`config.mk`:
```
export PLATFORM = sky130hd
export DESIGN_NAME = rpc2_ctrl_cmd_arbiter
export DESIGN_NICKNAME = d
export VERILOG_FILES = /design/src/rtl/rpc2_ctrl_cmd_arbiter.sv
export SDC_FILE = /design/constraint.sdc
export NUM_CORES = 1
export LEC_CHECK = 0
export ABC_AREA = 1
export CAP_MARGIN = 20
export CORE_UTILIZATION = 39
export CTS_BUF_LIST = sky130_fd_sc_hd__clkbuf_8
export CTS_CLUSTER_DIAMETER = 80
export DETAILED_ROUTE_END_ITERATION = 10
export HOLD_SLACK_MARGIN = 0.12
export PLACE_DENSITY = 0.88
export SLEW_MARGIN = 10
export SYNTH_ARGS = -nofsm -noshare
export SYNTH_HDL_FRONTEND = slang
export SYNTH_SLANG_ARGS = --single-unit
```
`constraint.sdc`:
```
create_clock -name clk -period 2.1 [get_ports clk]
set_input_delay 0.42 -clock clk [delete_from_list [all_inputs] [get_ports clk]]
set_output_delay 0.42 -clock clk [all_outputs]
set_load 0.1 [all_outputs]
```
`src/rtl/rpc2_ctrl_cmd_arbiter.sv`:
```
// Command arbiter between the write- and read-command FIFOs of the RPC2 controller.
// Pops one command at a time, captures it and holds it downstream until accepted.
module rpc2_ctrl_cmd_arbiter #(
  parameter int unsigned CMD_WIDTH     = 48,
  parameter int unsigned ARB_MODE      = 0,
  parameter int unsigned MAX_WR_STREAK = 4
) (
  input  logic                 clk,
  input  logic                 rst,
  input  logic                 arb_en,
  input  logic                 wcmd_empty,
  output logic                 wcmd_rd_en,
  input  logic [CMD_WIDTH-1:0] wcmd_rd_data,
  input  logic                 rcmd_empty,
  output logic                 rcmd_rd_en,
  input  logic [CMD_WIDTH-1:0] rcmd_rd_data,
  output logic                 cmd_valid,
  input  logic                 cmd_ready,
  output logic [CMD_WIDTH-1:0] cmd_data,
  output logic                 cmd_is_write,
  output logic                 busy
);

  localparam int unsigned STREAK_W = 4;
  localparam logic [STREAK_W-1:0] STREAK_MAX = STREAK_W'(MAX_WR_STREAK);

  typedef enum logic [1:0] {
    IDLE  = 2'd0,
    FETCH = 2'd1,
    HOLD  = 2'd2
  } state_e;

  state_e                state_q, state_d;
  logic                  last_grant_q, last_grant_d;
  logic [STREAK_W-1:0]   wr_streak_q, wr_streak_d;
  logic [CMD_WIDTH-1:0]  cmd_data_q, cmd_data_d;
  logic                  cmd_is_write_q, cmd_is_write_d;

  logic w_req;
  logic r_req;
  logic sel_wr;
  logic pop;

  // Source selection uses only registered arbitration state and the empty flags
  always_comb begin
    w_req  = ~wcmd_empty;
    r_req  = ~rcmd_empty;
    sel_wr = 1'b0;
    if (ARB_MODE == 0) begin
      if (w_req && r_req) begin
        sel_wr = ~last_grant_q;
      end else begin
        sel_wr = w_req;
      end
    end else begin
      sel_wr = w_req && !(r_req && (wr_streak_q == STREAK_MAX));
    end
    pop = !rst && arb_en && (state_q == IDLE) && (w_req || r_req);
  end

  assign wcmd_rd_en = pop & sel_wr;
  assign rcmd_rd_en = pop & ~sel_wr;

  // Next-state and register updates
  always_comb begin
    state_d        = state_q;
    last_grant_d   = last_grant_q;
    wr_streak_d    = wr_streak_q;
    cmd_data_d     = cmd_data_q;
    cmd_is_write_d = cmd_is_write_q;
    case (state_q)
      IDLE: begin
        if (pop) begin
          state_d      = FETCH;
          last_grant_d = sel_wr;
          if (!sel_wr) begin
            wr_streak_d = '0;
          end else if (r_req && (wr_streak_q != STREAK_MAX)) begin
            wr_streak_d = wr_streak_q + STREAK_W'(1);
          end
        end
      end
      FETCH: begin
        // last_grant was written by the pop one cycle earlier, so it names the source
        cmd_data_d     = last_grant_q ? wcmd_rd_data : rcmd_rd_data;
        cmd_is_write_d = last_grant_q;
        state_d        = HOLD;
      end
      HOLD: begin
        if (cmd_ready) begin
          state_d = IDLE;
        end
      end
      default: state_d = IDLE;
    endcase
  end

  always_ff @(posedge clk) begin
    if (rst) begin
      state_q        <= IDLE;
      last_grant_q   <= 1'b0;
      wr_streak_q    <= '0;
      cmd_data_q     <= '0;
      cmd_is_write_q <= 1'b0;
    end else begin
      state_q        <= state_d;
      last_grant_q   <= last_grant_d;
      wr_streak_q    <= wr_streak_d;
      cmd_data_q     <= cmd_data_d;
      cmd_is_write_q <= cmd_is_write_d;
    end
  end

  assign cmd_valid    = (state_q == HOLD);
  assign busy         = (state_q != IDLE);
  assign cmd_data     = cmd_data_q;
  assign cmd_is_write = cmd_is_write_q;

endmodule
```
==> results.cfg <==
[outcome]
outcome = finished, final reports clean

[logic_synthesis]
yosysSeqAreaShare = 0.4674
synth_nets = 396
avgSynthCellArea_sq_um = 7.575
synth_cell_types = 16
yosys_warnings = 0
synthesis.area_sq_mm = 0.002227
ys_seq_elements = 52
syn_inst = 294

[floorplan]
pin_count = 155
die_w_microns = 77.57
initial_core_util = 0.4045
core_sq_mm = 0.005507
chipHeight_microns = 77.57
row_count = 27
fp.dieArea_sq_mm = 0.006017

[cts]
cts_buffers = 5
ctsLongestPathBuffers = 2
htree_levels = 2
clock_sinks = 52
clkLatencyLatePin_ns = 0.29
clk_pin_slew_ns = 0.08
cts_tree = built
clock-root-buffer = clkbuf_8
ctsHoldBuffers = 0

[power]
power.total_uw = 2703
static-leakage-power_uw = 0.001550
vdd_drop_max_v = 0.0004074
power_density_mw_per_mm2 = 711.2

[routing]
ant_nets = 0
drt_wl_total_mm = 7.203
viasPerCell = 5.120
drt-initial-drc-count = 88
wl_per_cell_microns = 14.12
drc_errors = 0
firstDrtPassIters = 5
via_count = 2611

[final_layout]
nNetsFinal = 539
final_cell_mix = 100 x clkdlybuf4s50_1, 89 x a21oi_1, 56 x buf_4, 52 x nand2_1, 51 x dfxtp_1
n_antenna_cell = 0
fillers = 472
final_area_sq_mm = 0.003800
syn_to_final_growth_pct = 70.62
final_common_cell = clkdlybuf4s50_1
multiInputGateArea_sq_mm = 0.001033
drive_gt1_frac = 0.1918
seqCellArea_sq_mm = 0.001042

[sta]
fin_crit_ns = 2.060
tns_ns = 0
clock.fmax_ghz = 0.4853
finalCritPeriodShare = 0.9812
finalHoldViolCount = 0
skew_ns = 0.004489
fin_ws_ns = 0.03953
report.final.slew_viol_count = 0
tightest_slew_ns = 0.6074
whs_ns = 0.5207
slew_headroom = 0.5951
setup_viol = 0

[critical_path]
r2r_cells = 5
cp-end-kind = output port
slowest_delay_ns = 0.48
critPathRequiredTime_ns = 1.68
worstPathCellList = clkdlybuf4s50_1 -> nand2_1 -> nand3_2 -> nor3_4 -> buf_12
crit_path_start_kind = input pin
critPathSlowestCell = clkdlybuf4s50_1
cp_data_arrival_time_ns = 1.64
path_class = in2out
worst-path-max-fanout = 4

[worst_hold_path]
hold_depth = 2
hold_path.class = reg2reg

[grt]
grt_use_total = 0.2390
grt_start_max_net_pins = 51
grt_pass1_wl_mm = 11.67
first_global_vias = 2605
overflow = 0
antenna_found_initial = 0

[run]
maxCapViolations = 0

[placed_design]
pre_cts_ws_ns = 0.01354
dpl_cell_area_sq_mm = 0.003679
gp_congestion = 0.7756
io_buffers = 154
hpwl_mm = 4.767
[sequential cells by signal, indices dropped and copies added, names as in the netlist]
| signal | cells |
|---|---|
| state_q | 2 |
| cmd_is_write | 1 |
| last_grant_q | 1 |
| cmd_data | 48 |
[power breakdown]
group / leakage [uW] / switching [uW] / internal [uW]
combinational: 0.00107 / 719 / 326
sequential: 0.000426 / 36.9 / 1060
clock: 0.0000538 / 306 / 260
total: 0.00155 / 1060 / 1640
[kinds of logic (layout without fill, tap and decap cells)]
family,after synthesis,in the layout,synth area share
buffers and inverters,33,177,0.07809
AO/OA/AOI/OAI,147,147,0.3455
flip-flops,52,52,0.4674
AND/OR/NAND/NOR,62,62,0.1090
[area by class of cell]
| cell class | instances | area share |
|---|---|---|
| Clock buffer | 6 | 0.02173 |
| Clock inverter | 2 | 0.001976 |
| Inverter | 8 | 0.007903 |
| Multi-Input combinational cell | 209 | 0.2720 |
| Sequential cell | 52 | 0.2743 |
| Tap cell | 72 | 0.02371 |
| Timing Repair Buffer | 161 | 0.3984 |
[synthesized netlist by cell type]
library cell / instances / share of area
clkbuf_1: 7 / 0.012
a21oi_1: 89 / 0.20
nand3_1: 1 / 0.0022
buf_2: 10 / 0.022
a21oi_2: 9 / 0.035
o21ai_1: 21 / 0.047
buf_4: 6 / 0.020
buf_6: 2 / 0.010
nand2_1: 52 / 0.088
nor3_1: 1 / 0.0022
dfxtp_1: 52 / 0.47
inv_1: 5 / 0.0084
o21ai_0: 28 / 0.063
nor2_1: 7 / 0.012
nand2_4: 1 / 0.0051
inv_2: 3 / 0.0051
[path summary, 6_finish.rpt]
| check | start | to | slack (ns) |
|---|---|---|---|
| min reg2reg | cmd_data[35]$_SDFFE_PP0N_ | cmd_data[35]$_SDFFE_PP0N_ | 0.52 |
| max reg2reg | state_q[1]$_SDFFE_PP0P_ | cmd_data[14]$_SDFFE_PP0N_ | 0.79 |
| min | cmd_data[35]$_SDFFE_PP0N_ | cmd_data[35]$_SDFFE_PP0N_ | 0.52 |
| max | wcmd_empty | wcmd_rd_en | 0.04 |
[layer usage]
| layer | up-vias | global-route usage | share of wire |
|---|---|---|---|
| li1 | 1290 | - | - |
| met1 | 1206 | 0.2799 | 0.41 |
| met2 | 109 | 0.4221 | 0.50 |
| met3 | 6 | 0.05882 | 0.075 |
| met4 | 0 | 0.08113 | 0.0082 |
| met5 | - | 0 | 0 |
[metrics by stage]
step / instances / util
2_1_floorplan: 294 / -
3_3_place_gp: 500 / 0.6680
3_5_place_dp: 500 / 0.6680
4_1_cts: 508 / 0.6844
5_1_grt: 510 / 0.6901
6_report: 510 / 0.6901
[repair_timing]
action | CTS | global route
setup endpoints to repair | 0 | 2
buffers inserted | 0 | 2
resized for setup | 0 | 4
[worst max-delay path: cells and delay by family]
family | cells | cell delay [ns]
buffers and inverters | 2 | 0.68
AND/OR/NAND/NOR | 3 | 0.53
Power figures use the tool's default switching activity.
